[src/rtl/vx_axi_write_burst_sched_pkg.sv]
// vx_axi_write_burst_sched_pkg: shared types and constants for the burst-aware AXI write scheduler
package vx_axi_write_burst_sched_pkg;
    typedef enum logic [1:0] {IDLE, ADDR, DATA} state_t;
    localparam logic [1:0] BRESP_OKAY   = 2'b00;
    localparam logic [1:0] BRESP_SLVERR = 2'b10;
    function automatic int sel_bits(input int n);
        return (n > 1) ? $clog2(n) : 1;
    endfunction
endpackage

[src/rtl/vx_axi_write_burst_sched_pending_ctr.sv]
// vx_axi_write_burst_sched_pending_ctr: saturating up/down count of outstanding writes for one input
module vx_axi_write_burst_sched_pending_ctr #(
    parameter int MAX = 8,
    parameter int W   = $clog2(MAX + 1)
) (
    input  logic         clk,
    input  logic         reset,
    input  logic         inc,
    input  logic         dec,
    output logic [W-1:0] count,
    output logic         full
);
    assign full = count == W'(MAX);
    // simultaneous inc and dec cancel; saturate at both ends
    always_ff @(posedge clk)
        if (reset) count <= '0;
        else if (inc && !dec && !full) count <= count + W'(1);
        else if (dec && !inc && count != '0) count <= count - W'(1);
endmodule

[src/rtl/vx_axi_write_burst_sched.sv]
// vx_axi_write_burst_sched: shares one AXI4 write master between several write requesters, burst at a time
module vx_axi_write_burst_sched
    import vx_axi_write_burst_sched_pkg::*;
#(
    parameter int NUM_INPUTS     = 2,
    parameter int AXI_DATA_WIDTH = 512,
    parameter int AXI_ADDR_WIDTH = 32,
    parameter int AXI_TID_WIDTH  = 4,
    parameter int MAX_PENDING    = 8,
    parameter int SEL_BITS       = sel_bits(NUM_INPUTS)
) (
    input  logic                                       clk,
    input  logic                                       reset,
    input  logic [NUM_INPUTS-1:0]                      s_awvalid,
    output logic [NUM_INPUTS-1:0]                      s_awready,
    input  logic [NUM_INPUTS*AXI_ADDR_WIDTH-1:0]       s_awaddr,
    input  logic [NUM_INPUTS*AXI_TID_WIDTH-1:0]        s_awid,
    input  logic [NUM_INPUTS*8-1:0]                    s_awlen,
    input  logic [NUM_INPUTS-1:0]                      s_wvalid,
    output logic [NUM_INPUTS-1:0]                      s_wready,
    input  logic [NUM_INPUTS*AXI_DATA_WIDTH-1:0]       s_wdata,
    input  logic [NUM_INPUTS*AXI_DATA_WIDTH/8-1:0]     s_wstrb,
    input  logic [NUM_INPUTS-1:0]                      s_wlast,
    output logic [NUM_INPUTS-1:0]                      s_bvalid,
    input  logic [NUM_INPUTS-1:0]                      s_bready,
    output logic [NUM_INPUTS*AXI_TID_WIDTH-1:0]        s_bid,
    output logic [NUM_INPUTS*2-1:0]                    s_bresp,
    output logic                                       m_awvalid,
    input  logic                                       m_awready,
    output logic [AXI_ADDR_WIDTH-1:0]                  m_awaddr,
    output logic [7:0]                                 m_awlen,
    output logic [AXI_TID_WIDTH+SEL_BITS-1:0]          m_awid,
    output logic                                       m_wvalid,
    input  logic                                       m_wready,
    output logic [AXI_DATA_WIDTH-1:0]                  m_wdata,
    output logic [AXI_DATA_WIDTH/8-1:0]                m_wstrb,
    output logic                                       m_wlast,
    input  logic                                       m_bvalid,
    output logic                                       m_bready,
    input  logic [AXI_TID_WIDTH+SEL_BITS-1:0]          m_bid,
    input  logic [1:0]                                 m_bresp,
    output logic                                       burst_err
);
    localparam int AW = AXI_ADDR_WIDTH;
    localparam int DW = AXI_DATA_WIDTH;
    localparam int SW = AXI_DATA_WIDTH / 8;
    localparam int TW = AXI_TID_WIDTH;
    localparam int PW = $clog2(MAX_PENDING + 1);

    state_t state, state_n;
    logic [SEL_BITS-1:0] grant, rr_ptr, pick, bsel;
    logic found, act, rst_q, aw_hs, w_hs, b_ok, b_hs;
    logic [7:0] beats;
    logic [NUM_INPUTS-1:0] elig, inc, dec, full, empty;
    logic [PW-1:0] pending [NUM_INPUTS];

    assign act   = !reset && !rst_q;
    assign aw_hs = m_awvalid && m_awready;
    assign w_hs  = m_wvalid && m_wready;
    assign bsel  = m_bid[TW +: SEL_BITS];
    assign b_hs  = m_bvalid && m_bready && b_ok;

    if ((1 << SEL_BITS) == NUM_INPUTS) begin : g_full_sel
        assign b_ok = 1'b1;
    end else begin : g_part_sel
        assign b_ok = int'(bsel) < NUM_INPUTS;
    end

    for (genvar i = 0; i < NUM_INPUTS; i++) begin : g_in
        assign elig[i]  = s_awvalid[i] && !full[i];
        assign inc[i]   = aw_hs && grant == SEL_BITS'(i);
        assign dec[i]   = b_hs && bsel == SEL_BITS'(i);
        assign empty[i] = pending[i] == '0;
        assign s_bid[i*TW +: TW]  = m_bid[TW-1:0];
        assign s_bresp[i*2 +: 2]  = (bsel == SEL_BITS'(i)) ? m_bresp : BRESP_OKAY;
        vx_axi_write_burst_sched_pending_ctr #(.MAX(MAX_PENDING), .W(PW)) u_ctr (
            .clk(clk), .reset(reset), .inc(inc[i]), .dec(dec[i]), .count(pending[i]), .full(full[i])
        );
    end

    // round-robin pick: first eligible input at or after rr_ptr
    always_comb begin
        pick  = '0;
        found = 1'b0;
        for (int k = NUM_INPUTS - 1; k >= 0; k--)
            if (elig[(int'(rr_ptr) + k) % NUM_INPUTS]) begin
                pick  = SEL_BITS'((int'(rr_ptr) + k) % NUM_INPUTS);
                found = 1'b1;
            end
    end

    // state register
    always_ff @(posedge clk)
        state <= reset ? IDLE : state_n;

    // next state: a grant is held from AW handshake through the wlast beat
    always_comb
        state_n = (state == IDLE && found) ? ADDR :
                  (state == ADDR && aw_hs) ? DATA :
                  (state == DATA && w_hs && m_wlast) ? IDLE : state;

    // grant, round-robin pointer, beat counter and sticky length-error flag
    always_ff @(posedge clk) begin
        rst_q <= reset;
        if (reset) begin
            grant     <= '0;
            rr_ptr    <= '0;
            beats     <= '0;
            burst_err <= 1'b0;
        end else begin
            if (state == IDLE && found) grant <= pick;
            if (aw_hs) beats <= m_awlen;
            if (w_hs) begin
                if (m_wlast ? beats != '0 : beats == '0) burst_err <= 1'b1;
                if (beats != '0) beats <= beats - 8'd1;
                if (m_wlast) rr_ptr <= (grant == SEL_BITS'(NUM_INPUTS - 1)) ? '0 : grant + SEL_BITS'(1);
            end
        end
    end

    // channel muxing: AW/W from the granted input, B routed by the ID select bits
    always_comb begin
        s_awready = '0;
        s_wready  = '0;
        s_bvalid  = '0;
        m_awvalid = act && state == ADDR && s_awvalid[grant];
        m_awaddr  = s_awaddr[int'(grant)*AW +: AW];
        m_awlen   = s_awlen[int'(grant)*8 +: 8];
        m_awid    = {grant, s_awid[int'(grant)*TW +: TW]};
        m_wvalid  = act && state == DATA && s_wvalid[grant];
        m_wdata   = s_wdata[int'(grant)*DW +: DW];
        m_wstrb   = s_wstrb[int'(grant)*SW +: SW];
        m_wlast   = s_wlast[grant];
        s_awready[grant] = act && state == ADDR && m_awready;
        s_wready[grant]  = act && state == DATA && m_wready;
        if (b_ok) s_bvalid[bsel] = act && m_bvalid;
        m_bready  = act && (b_ok ? s_bready[bsel] : 1'b1);
    end

    a_b_underflow: assert property (@(posedge clk) disable iff (reset) b_hs |-> !empty[bsel]);
    a_b_sel_range: assert property (@(posedge clk) disable iff (reset) m_bvalid |-> b_ok);
endmodule
[config.mk]
export PLATFORM = sky130hd
export DESIGN_NAME = vx_axi_write_burst_sched
export DESIGN_NICKNAME = d
export VERILOG_FILES = /design/src/rtl/vx_axi_write_burst_sched_pkg.sv /design/src/rtl/vx_axi_write_burst_sched_pending_ctr.sv /design/src/rtl/vx_axi_write_burst_sched.sv
export SDC_FILE = /design/constraint.sdc
export NUM_CORES = 1
export LEC_CHECK = 0
export BUFFER_PORTS_ARGS = -buffer_cell sky130_fd_sc_hd__buf_2
export CORE_AREA = 2 2 751 753
export DETAILED_ROUTE_END_ITERATION = 7
export DIE_AREA = 0 0 753 755
export SLEW_MARGIN = 20
export SYNTH_ARGS = -nofsm -noshare
export SYNTH_HDL_FRONTEND = slang
export SYNTH_SLANG_ARGS = --single-unit
[constraint.sdc]
create_clock -name clk -period 7.67 [get_ports clk]
set_input_delay 2.301 -clock clk [delete_from_list [all_inputs] [get_ports clk]]
set_output_delay 2.301 -clock clk [all_outputs]
set_load 0.005 [all_outputs]
==> flow_metrics.tcl <==
set metrics [dict create \
    outcome "finished, final reports clean" \
    synth.avg_cell_area_um2 10.1 \
    hold_path_class "flop to flop" \
    ioPinCount 1904 \
    pwr-share-comb_pct 86.4 \
    die_area_um2 569000 \
    clkLatencyLatePin_ns 0.31 \
    worstHoldPathCells 2 \
    routedWlPerCell_um 43.2 \
    numCtsBuffers 3 \
    critPathLaunchType "input pin" \
    ys_types 56 \
    dpl_cell_area_um2 27400 \
    worst_path_largest_cell_delay_ns 0.67 \
    io_buffer_count 1891 \
    cts_tree "built" \
    finClkSkew_ns 0.0174 \
    synth-seq-area-share_pct 4.99 \
    cts_root_buffer "clkbuf_16" \
    worst_path_most_repeated_cell "buf_2" \
    p_sw_share_pct 59.2 \
    slew_headroom_pct 34.6 \
    hold_ws_ns 0.492 \
    cp.arrival_ns 4.10 \
    yosysTopAreaCell "mux2_2" \
    cts_max_level 1 \
    cts.sinks 22 \
    synth-edff-count 0 \
    path_buf_inv 2 \
    fin_crit_ns 6.40 \
    synthesis.area_um2 8820 \
    critPathKind "input pin to output port" \
    tightest_slew_ns 0.982 \
    path_cells "buf_2, or4b_4, nor2_1, buf_2" \
    synth_area_leaders "mux2_2, dfxtp_1, clkbuf_1" \
    fin_nets 3964 \
    fin_area_um2 27900 \
    power_leakage_nw 10.4 \
    post-cts-setup-buffer-count 0 \
    maxSlewViolCount 0 \
    slowest_stage "or4b_4" \
    rows 275 \
    grtUsageTotal_pct 15.1 \
    yosysTopAreaCellShare_pct 79.2 \
    path_clk_slew_ns 0.10 \
    irDropWorstVdd_mv 0.0646 \
    power_frac_seq_pct 6.1 \
    synth_seq_cells 22 \
    initial_core_util_pct 1.58 \
    gp_congestion 1.46 \
    cts_resized 0 \
    powerDensity_nw_per_um2 76.3 \
    hold_violations 0 \
    grt_pass1_wl_um 482000 \
    maxCapViolCount 0 \
    vias_per_cell 1.96 \
    gr-total-overflow 0 \
    holdBufCountCts 0 \
    routed-via-count 20227 \
    cp_max_fo 30 \
    async_reset_ff_share_pct 0 \
    cp.depth 4 \
    r2r_cells 10 \
    die_w_um 753 \
    dr.pass1.iters 5 \
    clock.fmax_mhz 156 \
    grt_max_degree 112 \
    finalSetupViolCount 0 \
    core_um2 560000 \
    wl_um 446000 \
    ant_nets 0 \
    tns_ns 0 \
    grt_setup_unrepaired "no" \
    clkPwrFrac_pct 7.5 \
    place_hpwl_um 430000 \
    area_growth_pct 216 \
    antenna_found_initial 647 \
    synth_ff_type "dfxtp_1" \
    seq_area_um2 444 \
    grt_pass1_vias 16743 \
    critPathTopFamily "simple AND/OR/NAND/NOR gates" \
    required_ns 5.37 \
    drt-initial-drc-count 1336 \
    fillCellCount 66574 \
    multiInputGateArea_um2 7980 \
    crit_path_end_kind "output port" \
    p_int_w 0.000869 \
    synth_nets 2141 \
    synth_cells 873 \
    p_sw_w 0.00126 \
    fp.dieH_um 755 \
    drc 0 \
    ys.warnings.count 0 \
    drive_gt1_share_pct 94.4 \
    timing.final.crit_share_pct 83.4 \
    clock_path_buffers 2 \
]
[cell families (layout without fill, tap and decap cells)]
group | Yosys count | after routing | synth area share, %
AND/OR/NAND/NOR | 80 | 80 | 5.37
adder cells (fa/ha/maj) | 8 | 8 | 1.30
flip-flops | 22 | 22 | 4.99
AO/OA/AOI/OAI | 37 | 37 | 2.91
XOR/XNOR | 5 | 5 | 0.496
multiplexers | 630 | 630 | 80.3
buffers and inverters | 91 | 1913 | 4.61
other | 0 | 154 | 0
[area by class of cell]
cell class	count	area share, %
diodes	154	1.38
flip-flops and latches	22	1.59
well taps	7479	33.5
clock buffers	4	0.318
multi-input cells	760	28.6
inverters	6	0.0807
repair buffers	1903	34.5
[Yosys cell counts (2+ instances only)]
library cell / instances
a211oi_1: 3
a21o_1: 3
a21oi_1: 10
a22oi_1: 3
a31oi_1: 2
and2_1: 2
and3_1: 5
buf_2: 2
buf_4: 10
buf_6: 2
clkbuf_1: 70
dfxtp_1: 22
fa_1: 2
ha_1: 6
inv_1: 6
mux2_2: 621
mux2i_1: 8
nand2_1: 17
nand3_1: 7
nand3b_1: 3
nor2_1: 13
nor2b_1: 2
nor3_1: 6
nor4b_1: 3
o211a_1: 2
o211ai_1: 3
o21ai_0: 3
o311ai_1: 2
or3_1: 3
or4_1: 3
xnor2_1: 3
xor2_1: 2
[layout by cell type (no fill, tap or decap), types with 4 or more instances in the layout]
cell type	count
buf_2	1891
mux2_2	621
diode_2	154
dfxtp_1	21
nand2_1	17
nor2_1	13
a21oi_1	10
mux2i_1	8
nand3_1	7
buf_12	7
inv_1	6
nor3_1	6
ha_1	6
buf_4	5
and3_1	4
[stage by stage]
stage | utilization, % | setup WS (ns) | instances | power (W)
global route | 4.96 | 1.30 | 10257 | 0.00226
global placement | 4.90 | 1.23 | 10169 | 0.00198
CTS | 4.92 | 1.23 | 10174 | 0.00217
floorplan | - | 2.28 | 873 | 0.000572
detailed placement | 4.90 | 1.23 | 10170 | 0.00199
finish | 4.99 | 1.27 | 10328 | 0.00213
[metal layers]
metal  GRT usage [%]  vias to the layer above  wire length, um
met5               0                        -             1970
met4            5.47                      288            24600
met3            13.2                     1387            87700
met2            21.0                     2814           170000
met1            16.2                     8606           163000
li1                -                     7132                -
[power groups by stage]
stage               logic, W  registers (W)  clock network (W)
detailed placement   0.00186       0.000132                  0
finish               0.00184       0.000130           0.000159
CTS                  0.00187       0.000130           0.000172
global route         0.00196       0.000130           0.000173
global placement     0.00184       0.000137                  0
floorplan           0.000452       0.000121                  0
[state kept, by name, indices dropped and copies added, names as in the netlist]
| signal | count |
|---|---|
| state | 2 |
| burst_err | 1 |
| rst_q | 1 |
| rr_ptr | 1 |
| beats | 8 |
| grant | 1 |
| g_in.u_ctr.count | 8 |
[worst min-delay path, cell delays in order, from the launching register on]
cell	delay (ns)
dfxtp_1	0.35
a21oi_1	0.05
nor2_1	0.07
[final timing paths]
| kind | startpoint | end | slack, ns |
|---|---|---|---|
| worst min-delay path | burst_err | burst_err | 0.49 |
| worst max-delay path | reset | m_wvalid | 1.27 |
| worst max register to register | grant | g_in[0].u_ctr.count[3] | 4.33 |
| worst min register to register | burst_err | burst_err | 0.49 |
Note: power is estimated with default switching activity, not from simulation.
